===== config.mk =====
export PLATFORM = sky130hd
export DESIGN_NAME = midi_voice_allocator_flat
export DESIGN_NICKNAME = d
export VERILOG_FILES = /design/src/rtl/midi_pkg.sv /design/src/rtl/midi_voice_allocator_if.sv /design/src/rtl/midi_voice_slot.sv /design/src/rtl/midi_voice_allocator.sv /design/src/flat_wrapper.sv
export SDC_FILE = /design/constraint.sdc
export NUM_CORES = 1
export LEC_CHECK = 0
export CAP_MARGIN = 20
export CORE_MARGIN = 1
export CORE_UTILIZATION = 44
export CTS_CLUSTER_SIZE = 10
export DETAILED_ROUTE_END_ITERATION = 8
export PLACE_DENSITY = 0.65
export SYNTH_ARGS = -nofsm -noshare
export SYNTH_HDL_FRONTEND = slang
export SYNTH_SLANG_ARGS = --single-unit

===== constraint.sdc =====
create_clock -name clk_in -period 5.39 [get_ports clk_in]
set_input_delay 1.078 -clock clk_in [delete_from_list [all_inputs] [get_ports clk_in]]
set_output_delay 1.078 -clock clk_in [all_outputs]
set_load 0.03 [all_outputs]

===== src/rtl/midi_pkg.sv =====
`default_nettype none
// ============================================================================
//  Module      : midi_pkg
//  Description : Shared MIDI constants, FSM state and event-class types for
//                the voice allocator and the note-to-period lookup.
//  Revision    : 1.0  initial release
// ============================================================================
package midi_pkg;

    localparam logic [3:0] MIDI_NOTE_ON  = 4'b1001;
    localparam logic [3:0] MIDI_NOTE_OFF = 4'b1000;
    localparam logic [6:0] NOTE_MIDDLE_C = 7'd60;

    typedef enum logic [1:0] {
        IDLE   = 2'd0,
        SCAN   = 2'd1,
        COMMIT = 2'd2
    } state_t;

    typedef enum logic {
        EV_ON  = 1'b0,
        EV_OFF = 1'b1
    } ev_class_t;

endpackage
`default_nettype wire


===== src/rtl/midi_voice_allocator_if.sv =====
`default_nettype none
// ============================================================================
//  Module      : midi_voice_allocator_if
//  Description : Event handshake and voice/update bus between the MIDI
//                parser (master) and the voice allocator (slave).
//  Revision    : 1.0  initial release
// ============================================================================
interface midi_voice_allocator_if #(
    parameter int NUM_VOICES = 4
);
    localparam int IDX_W = $clog2(NUM_VOICES);

    logic [3:0]              status;
    logic [7:0]              data_byte1;
    logic [7:0]              data_byte2;
    logic                    valid_in;
    logic                    ready_out;
    logic [NUM_VOICES-1:0]   voice_on;
    logic [7*NUM_VOICES-1:0] voice_note;
    logic                    update_valid;
    logic [IDX_W-1:0]        update_voice;
    logic                    update_hit;
    logic                    update_stolen;

    modport master (
        output status, data_byte1, data_byte2, valid_in,
        input  ready_out, voice_on, voice_note,
        input  update_valid, update_voice, update_hit, update_stolen
    );

    modport slave (
        input  status, data_byte1, data_byte2, valid_in,
        output ready_out, voice_on, voice_note,
        output update_valid, update_voice, update_hit, update_stolen
    );

endinterface
`default_nettype wire


===== src/rtl/midi_voice_slot.sv =====
`default_nettype none
// ============================================================================
//  Module      : midi_voice_slot
//  Description : One playback slot: gate, note number and saturating age.
//  Revision    : 1.0  initial release
// ============================================================================
module midi_voice_slot
    import midi_pkg::*;
#(
    parameter int AGE_W = 8
) (
    input  wire logic             clk_in,
    input  wire logic             rst_n_in,
    input  wire logic             assign_en,
    input  wire logic             release_en,
    input  wire logic             age_tick,
    input  wire logic [6:0]       new_note,
    output logic                  gate,
    output logic [6:0]            note,
    output logic [AGE_W-1:0]      age
);

    localparam logic [AGE_W-1:0] AGE_MAX = '1;

    // Slot state: assignment wins, otherwise release and ageing of active slots
    always_ff @(posedge clk_in or negedge rst_n_in) begin
        if (!rst_n_in) begin
            gate <= 1'b0;
            note <= NOTE_MIDDLE_C;
            age  <= '0;
        end else if (assign_en) begin
            gate <= 1'b1;
            note <= new_note;
            age  <= '0;
        end else begin
            if (release_en) begin
                gate <= 1'b0;
            end
            // Inactive slots hold their age; it only ranks active voices
            if (age_tick && gate && (age != AGE_MAX)) begin
                age <= age + 1'b1;
            end
        end
    end

endmodule
`default_nettype wire


===== src/rtl/midi_voice_allocator.sv =====
`default_nettype none
// ============================================================================
//  Module      : midi_voice_allocator
//  Description : Polyphonic voice scheduler. Scans all slots one per cycle,
//                then retriggers, takes a free slot, or steals the oldest.
//  Revision    : 1.0  initial release
// ============================================================================
module midi_voice_allocator
    import midi_pkg::*;
#(
    parameter int NUM_VOICES = 4,
    parameter int AGE_W      = 8
) (
    input  wire logic             clk_in,
    input  wire logic             rst_n_in,
    midi_voice_allocator_if.slave bus
);

    localparam int               IDX_W    = $clog2(NUM_VOICES);
    localparam logic [IDX_W-1:0] LAST_IDX = IDX_W'(NUM_VOICES - 1);

    state_t                  r_state;
    state_t                  w_next_state;
    logic [IDX_W-1:0]        r_scan_idx;
    logic [6:0]              r_note;
    ev_class_t               r_class;

    logic                    r_match_found;
    logic [IDX_W-1:0]        r_match_idx;
    logic                    r_free_found;
    logic [IDX_W-1:0]        r_free_idx;
    logic                    r_old_found;
    logic [IDX_W-1:0]        r_old_idx;
    logic [AGE_W-1:0]        r_old_age;

    logic                    r_update_valid;
    logic [IDX_W-1:0]        r_update_voice;
    logic                    r_update_hit;
    logic                    r_update_stolen;

    logic                    w_accept;
    logic                    w_is_on;
    logic                    w_is_off;
    logic                    w_commit;
    logic [IDX_W-1:0]        w_upd_voice;
    logic                    w_upd_hit;
    logic                    w_upd_stolen;
    logic [NUM_VOICES-1:0]   w_assign_en;
    logic [NUM_VOICES-1:0]   w_release_en;
    logic [NUM_VOICES-1:0]   w_age_tick;

    logic [NUM_VOICES-1:0]   w_gate;
    logic [6:0]              w_slot_note [NUM_VOICES];
    logic [AGE_W-1:0]        w_age       [NUM_VOICES];
    logic [7*NUM_VOICES-1:0] w_note_flat;

    logic                    w_cur_gate;
    logic [6:0]              w_cur_note;
    logic [AGE_W-1:0]        w_cur_age;
    logic                    w_unused_msb;

    assign w_unused_msb = bus.data_byte1[7];

    assign w_accept = bus.valid_in && (r_state == IDLE);
    assign w_is_on  = (bus.status == MIDI_NOTE_ON) && (bus.data_byte2 != 8'd0);
    assign w_is_off = (bus.status == MIDI_NOTE_OFF) ||
                      ((bus.status == MIDI_NOTE_ON) && (bus.data_byte2 == 8'd0));

    assign w_cur_gate = w_gate[r_scan_idx];
    assign w_cur_note = w_slot_note[r_scan_idx];
    assign w_cur_age  = w_age[r_scan_idx];

    // State register
    always_ff @(posedge clk_in or negedge rst_n_in) begin
        if (!rst_n_in) begin
            r_state <= IDLE;
        end else begin
            r_state <= w_next_state;
        end
    end

    // Next-state logic: non-note events are swallowed without leaving IDLE
    always_comb begin
        w_next_state = r_state;
        case (r_state)
            IDLE:    if (w_accept && (w_is_on || w_is_off)) w_next_state = SCAN;
            SCAN:    if (r_scan_idx == LAST_IDX)            w_next_state = COMMIT;
            COMMIT:  w_next_state = IDLE;
            default: w_next_state = IDLE;
        endcase
    end

    // Output logic: handshake plus the commit decision and per-slot controls
    always_comb begin
        bus.ready_out = (r_state == IDLE);
        w_commit      = (r_state == COMMIT);
        w_upd_voice   = '0;
        w_upd_hit     = 1'b0;
        w_upd_stolen  = 1'b0;
        w_assign_en   = '0;
        w_release_en  = '0;
        w_age_tick    = '0;
        if (r_class == EV_ON) begin
            w_upd_hit = 1'b1;
            if (r_match_found) begin
                w_upd_voice = r_match_idx;
            end else if (r_free_found) begin
                w_upd_voice = r_free_idx;
            end else begin
                w_upd_voice  = r_old_idx;
                w_upd_stolen = 1'b1;
            end
        end else if (r_match_found) begin
            w_upd_voice = r_match_idx;
            w_upd_hit   = 1'b1;
        end
        for (int i = 0; i < NUM_VOICES; i++) begin
            if (w_commit && (r_class == EV_ON)) begin
                if (w_upd_voice == IDX_W'(i)) w_assign_en[i] = 1'b1;
                else                          w_age_tick[i]  = 1'b1;
            end
            if (w_commit && (r_class == EV_OFF) && w_upd_hit && (w_upd_voice == IDX_W'(i))) begin
                w_release_en[i] = 1'b1;
            end
        end
    end

    // Event latch and candidate tracking; strict '>' keeps the lowest index on ties
    always_ff @(posedge clk_in or negedge rst_n_in) begin
        if (!rst_n_in) begin
            r_scan_idx    <= '0;
            r_note        <= NOTE_MIDDLE_C;
            r_class       <= EV_OFF;
            r_match_found <= 1'b0;
            r_match_idx   <= '0;
            r_free_found  <= 1'b0;
            r_free_idx    <= '0;
            r_old_found   <= 1'b0;
            r_old_idx     <= '0;
            r_old_age     <= '0;
        end else begin
            case (r_state)
                IDLE: begin
                    if (w_accept) begin
                        r_note        <= bus.data_byte1[6:0];
                        r_class       <= w_is_on ? EV_ON : EV_OFF;
                        r_scan_idx    <= '0;
                        r_match_found <= 1'b0;
                        r_free_found  <= 1'b0;
                        r_old_found   <= 1'b0;
                        r_old_age     <= '0;
                    end
                end
                SCAN: begin
                    if (w_cur_gate && (w_cur_note == r_note) && !r_match_found) begin
                        r_match_found <= 1'b1;
                        r_match_idx   <= r_scan_idx;
                    end
                    if (!w_cur_gate && !r_free_found) begin
                        r_free_found <= 1'b1;
                        r_free_idx   <= r_scan_idx;
                    end
                    if (w_cur_gate && (!r_old_found || (w_cur_age > r_old_age))) begin
                        r_old_found <= 1'b1;
                        r_old_idx   <= r_scan_idx;
                        r_old_age   <= w_cur_age;
                    end
                    r_scan_idx <= r_scan_idx + 1'b1;
                end
                default: ;
            endcase
        end
    end

    // Update report registers; fields hold between commits
    always_ff @(posedge clk_in or negedge rst_n_in) begin
        if (!rst_n_in) begin
            r_update_valid  <= 1'b0;
            r_update_voice  <= '0;
            r_update_hit    <= 1'b0;
            r_update_stolen <= 1'b0;
        end else begin
            r_update_valid <= w_commit;
            if (w_commit) begin
                r_update_voice  <= w_upd_voice;
                r_update_hit    <= w_upd_hit;
                r_update_stolen <= w_upd_stolen;
            end
        end
    end

    assign bus.update_valid  = r_update_valid;
    assign bus.update_voice  = r_update_voice;
    assign bus.update_hit    = r_update_hit;
    assign bus.update_stolen = r_update_stolen;
    assign bus.voice_on      = w_gate;
    assign bus.voice_note    = w_note_flat;

    generate
        for (genvar gi = 0; gi < NUM_VOICES; gi++) begin : g_slot
            midi_voice_slot #(
                .AGE_W (AGE_W)
            ) u_slot (
                .clk_in     (clk_in),
                .rst_n_in   (rst_n_in),
                .assign_en  (w_assign_en[gi]),
                .release_en (w_release_en[gi]),
                .age_tick   (w_age_tick[gi]),
                .new_note   (r_note),
                .gate       (w_gate[gi]),
                .note       (w_slot_note[gi]),
                .age        (w_age[gi])
            );
            assign w_note_flat[7*gi +: 7] = w_slot_note[gi];
        end
    endgenerate

endmodule
`default_nettype wire


===== src/flat_wrapper.sv =====
// flat-port wrapper written by rule: the top's interface ports become plain ports
module midi_voice_allocator_flat import midi_pkg::*;
#(
    parameter int NUM_VOICES = 4,
    parameter int AGE_W      = 8
)
  (clk_in, rst_n_in, bus_status, bus_data_byte1, bus_data_byte2, bus_valid_in, bus_ready_out, bus_voice_on, bus_voice_note, bus_update_valid, bus_update_voice, bus_update_hit, bus_update_stolen);
  midi_voice_allocator_if #(.NUM_VOICES(NUM_VOICES)) bus_i ();
  input  wire logic clk_in;
  input  wire logic rst_n_in;
  input wire logic [$bits(bus_i.status)-1:0] bus_status;
  input wire logic [$bits(bus_i.data_byte1)-1:0] bus_data_byte1;
  input wire logic [$bits(bus_i.data_byte2)-1:0] bus_data_byte2;
  input wire logic [$bits(bus_i.valid_in)-1:0] bus_valid_in;
  output wire logic [$bits(bus_i.ready_out)-1:0] bus_ready_out;
  output wire logic [$bits(bus_i.voice_on)-1:0] bus_voice_on;
  output wire logic [$bits(bus_i.voice_note)-1:0] bus_voice_note;
  output wire logic [$bits(bus_i.update_valid)-1:0] bus_update_valid;
  output wire logic [$bits(bus_i.update_voice)-1:0] bus_update_voice;
  output wire logic [$bits(bus_i.update_hit)-1:0] bus_update_hit;
  output wire logic [$bits(bus_i.update_stolen)-1:0] bus_update_stolen;
  assign bus_i.status = bus_status;
  assign bus_i.data_byte1 = bus_data_byte1;
  assign bus_i.data_byte2 = bus_data_byte2;
  assign bus_i.valid_in = bus_valid_in;
  assign bus_ready_out = bus_i.ready_out;
  assign bus_voice_on = bus_i.voice_on;
  assign bus_voice_note = bus_i.voice_note;
  assign bus_update_valid = bus_i.update_valid;
  assign bus_update_voice = bus_i.update_voice;
  assign bus_update_hit = bus_i.update_hit;
  assign bus_update_stolen = bus_i.update_stolen;
  midi_voice_allocator #(.NUM_VOICES(NUM_VOICES), .AGE_W(AGE_W)) u_core (.clk_in(clk_in), .rst_n_in(rst_n_in), .bus(bus_i));
endmodule

==> out/results.txt <==
FMAX -> 305 MHz
Mapped cell area -> 0.00499 mm²
Final Hold Fails -> 0
Hold WC Path Type -> reg2reg
Setup Viol. Count Final -> 0
GRT Total Usage -> 20.6%
Clock Path Buffers -> 2
Max VDD drop -> 363 µV
Leak pwr -> 2.68 nW
Num CTS Buffers -> 9
Drt initial violations -> 166
Initial antenna violation count -> 0
Dpl hpwl -> 7.73 mm
Most used DFF post-synth -> dfrtp_1
Nets -> 518
GP Congestion -> 0.767
Num rows -> 38
Met1 GRT Util -> 27.0%
Setup TNS -> 0 ns
Power per cell area -> 367 mW/mm²
Most common library cell in the layout ignoring fill and taps -> dfrtp_1
Syn. warnings -> 0
H-Tree Depth -> 3
Synth cell types -> 50
CP Launch Type -> flop
WP buf/inv -> 1
Post-CTS Resized -> 0
Post-synth EDFFs -> 0
Largest net degree at the start of global routing -> 52
Postcts setup bufs -> 0
Max_cap viols -> 0
Crit path cell chain -> mux4_2 > ha_1 > nor2b_1 > o21a_1 > o21a_1 > o21ai_0 > a41oi_1 > buf_4 > mux2_2
Die Y -> 109 µm
Worst EP required -> 5.63 ns
Syn_nets -> 470
Crit Path Class -> reg2reg
CP arrival -> 3.52 ns
Initial Utilization -> 45.7%
Worst rel slew slack -> 38.3%
Worst reg2reg setup slack -> 2.11 ns
Vias/cell -> 5.50
Sequential fraction of the synthesis area -> 49.6%
Most frequent cells in the layout -> dfrtp_1 (77), clkdlybuf4s50_1 (58), nor2_1 (43)
Avg Cell Area, Syn -> 11.5 µm²
Grt total ovfl -> 0
First-pass GRT wire length -> 17.9 mm
Critical-path top delay cell -> dfrtp_1
Synth Instances -> 434
Clock root buffer -> clkbuf_16
Unrepaired setup endpoints after global routing -> false
Vias in the first global route -> 3401
Ys async rst share -> 100%
Met2 Use GR -> 31.9%
Drt pass-1 iters -> 4
DRC errors left -> 0
Part of the cycle the worst path needs -> 60.8%
Post-layout util -> 55.0%
Worst Max-Slew Pin Slew -> 0.925 ns
DR vias -> 3449
Routed Wire Length -> 11.1 mm
Layout cells sized above 1 -> 20.9%
Slew Viols, Final -> 0
Clock Pin Slew Worst Setup and Hold Paths -> 0.07 ns
FF+latch count, synth -> 98
Status -> finished clean
Post-route ant nets -> 0
GR Util met3 -> 6.51%
Area grow syn2layout -> 20.4%
Grt peak-use layer -> met2
CP top delay family -> multiplexers
Final Skew -> 0.00522 ns
IO buf count -> 59
Cts-stage hold buffer count -> 0
Most common cell on crit path -> o21a_1
Routed wire per std cell -> 17.7 µm
Worst setup EP type -> flop
CTS tree -> built
# IOs -> 61
Crit path max fanout -> 9
Clock latency on the worst-skew pair -> 0.35 ns
Core Area -> 0.0109 mm²
Max stage delay on crit path -> 0.66 ns
Ant. Diodes -> 0
Fin crit period -> 3.28 ns
Sink Count -> 98
Die width -> 109 µm
Die area -> 0.0118 mm²
-- layer usage --
| metal | share of wire [%] | vias up |
|---|---|---|
| li1 | - | 1612 |
| met1 | 45 | 1723 |
| met2 | 47 | 90 |
| met3 | 5.7 | 24 |
| met4 | 2.2 | 0 |
| met5 | 0 | - |
-- where the power goes --
part | internal (W) | switching (W) | total (W)
Sequential | 0.000831 | 0.000120 | 0.000951
Combinational | 0.000218 | 0.000255 | 0.000474
Clock | 0.000500 | 0.000282 | 0.000782
-- stage by stage --
| step | hold WS, ns | cell area, µm² | power [W] | worst slack (ns) | cells |
|---|---|---|---|---|---|
| after global routing | 0.523 | 6010 | 0.00231 | 1.85 | 627 |
| after floorplan | 0.467 | 4990 | 0.00129 | 2.45 | 434 |
| after detailed placement | 0.473 | 5650 | 0.00144 | 2.10 | 611 |
| after global placement | 0.468 | 5650 | 0.00143 | 2.13 | 611 |
| after CTS | 0.488 | 6010 | 0.00223 | 2.08 | 627 |
| final | 0.485 | 6010 | 0.00221 | 2.11 | 627 |
-- cells by family after synthesis --
| kind of cell | count (synthesis) | share of synthesized area, % |
|---|---|---|
| DFF | 98 | 49.6 |
| adders and majority gates | 13 | 3.26 |
| buffers and inverters | 38 | 3.83 |
| xor gates and xnor gates | 40 | 7.01 |
| AOI/OAI and AO/OA | 36 | 5.34 |
| muxes | 69 | 17.4 |
| and+or+nand+nor | 140 | 13.5 |
-- registers in the layout, summed over array words and instances (netlist names), 2 cells and up --
| register | count |
|---|---|
| u_core.g_slot.u_slot.age | 32 |
| u_core.g_slot.u_slot.note | 28 |
| u_core.r_old_age | 8 |
| u_core.r_note | 7 |
| u_core.g_slot.u_slot.gate | 4 |
| u_core.bus.update_voice | 2 |
| u_core.r_free_idx | 2 |
| u_core.r_match_idx | 2 |
| u_core.r_old_idx | 2 |
| u_core.r_scan_idx | 2 |
| u_core.r_state | 2 |
-- Yosys cell counts (all sizes together), types with 7 or more instances --
cell type  instances  area [µm²]
xnor2             12         105
inv               11        41.3
nand2             39         146
nor2              46         180
buf               15         104
xor2              28         245
clkbuf            12        46.3
nand4             16         100
ha                13         163
dfstp             21         552
o21ai             11        58.8
mux2i             19         190
dfrtp             77        1930
mux2              40         454
mux4              10         225
and3               7        43.8
nand3              9        45.0
-- final cells by class --
| class | instances | area (µm²) |
|---|---|---|
| Fill cell | 966 | 4920 |
| Sequential cell | 98 | 2480 |
| Multi-Input combinational cell | 298 | 2320 |
| Timing Repair Buffer | 64 | 626 |
| Clock buffer | 9 | 225 |
| Tap cell | 140 | 175 |
| Clock inverter | 7 | 141 |
| Inverter | 11 | 41.3 |
-- worst register-to-register path: stages, from the launching register on --
cell,delay (ns)
dfrtp_1,0.66
mux4_2,0.60
ha_1,0.31
nor2b_1,0.13
o21a_1,0.12
o21a_1,0.10
o21ai_0,0.07
a41oi_1,0.55
buf_4,0.27
mux2_2,0.35
-- path summary, 6_finish.rpt --
check,start,to,cells after the start
worst max-delay path,u_core.r_scan_idx[0],u_core.r_old_age[1],9
worst min-delay path,u_core.bus.update_voice[1],u_core.bus.update_voice[1],2
worst max register to register,u_core.r_scan_idx[0],u_core.r_old_age[1],9
worst min register to register,u_core.bus.update_voice[1],u_core.bus.update_voice[1],2
max in group asynchronous,rst_n_in,u_core.g_slot[0].u_slot.age[2],2
min in group asynchronous,rst_n_in,u_core.g_slot[1].u_slot.age[5],1
(Power assumes the default switching activity.)
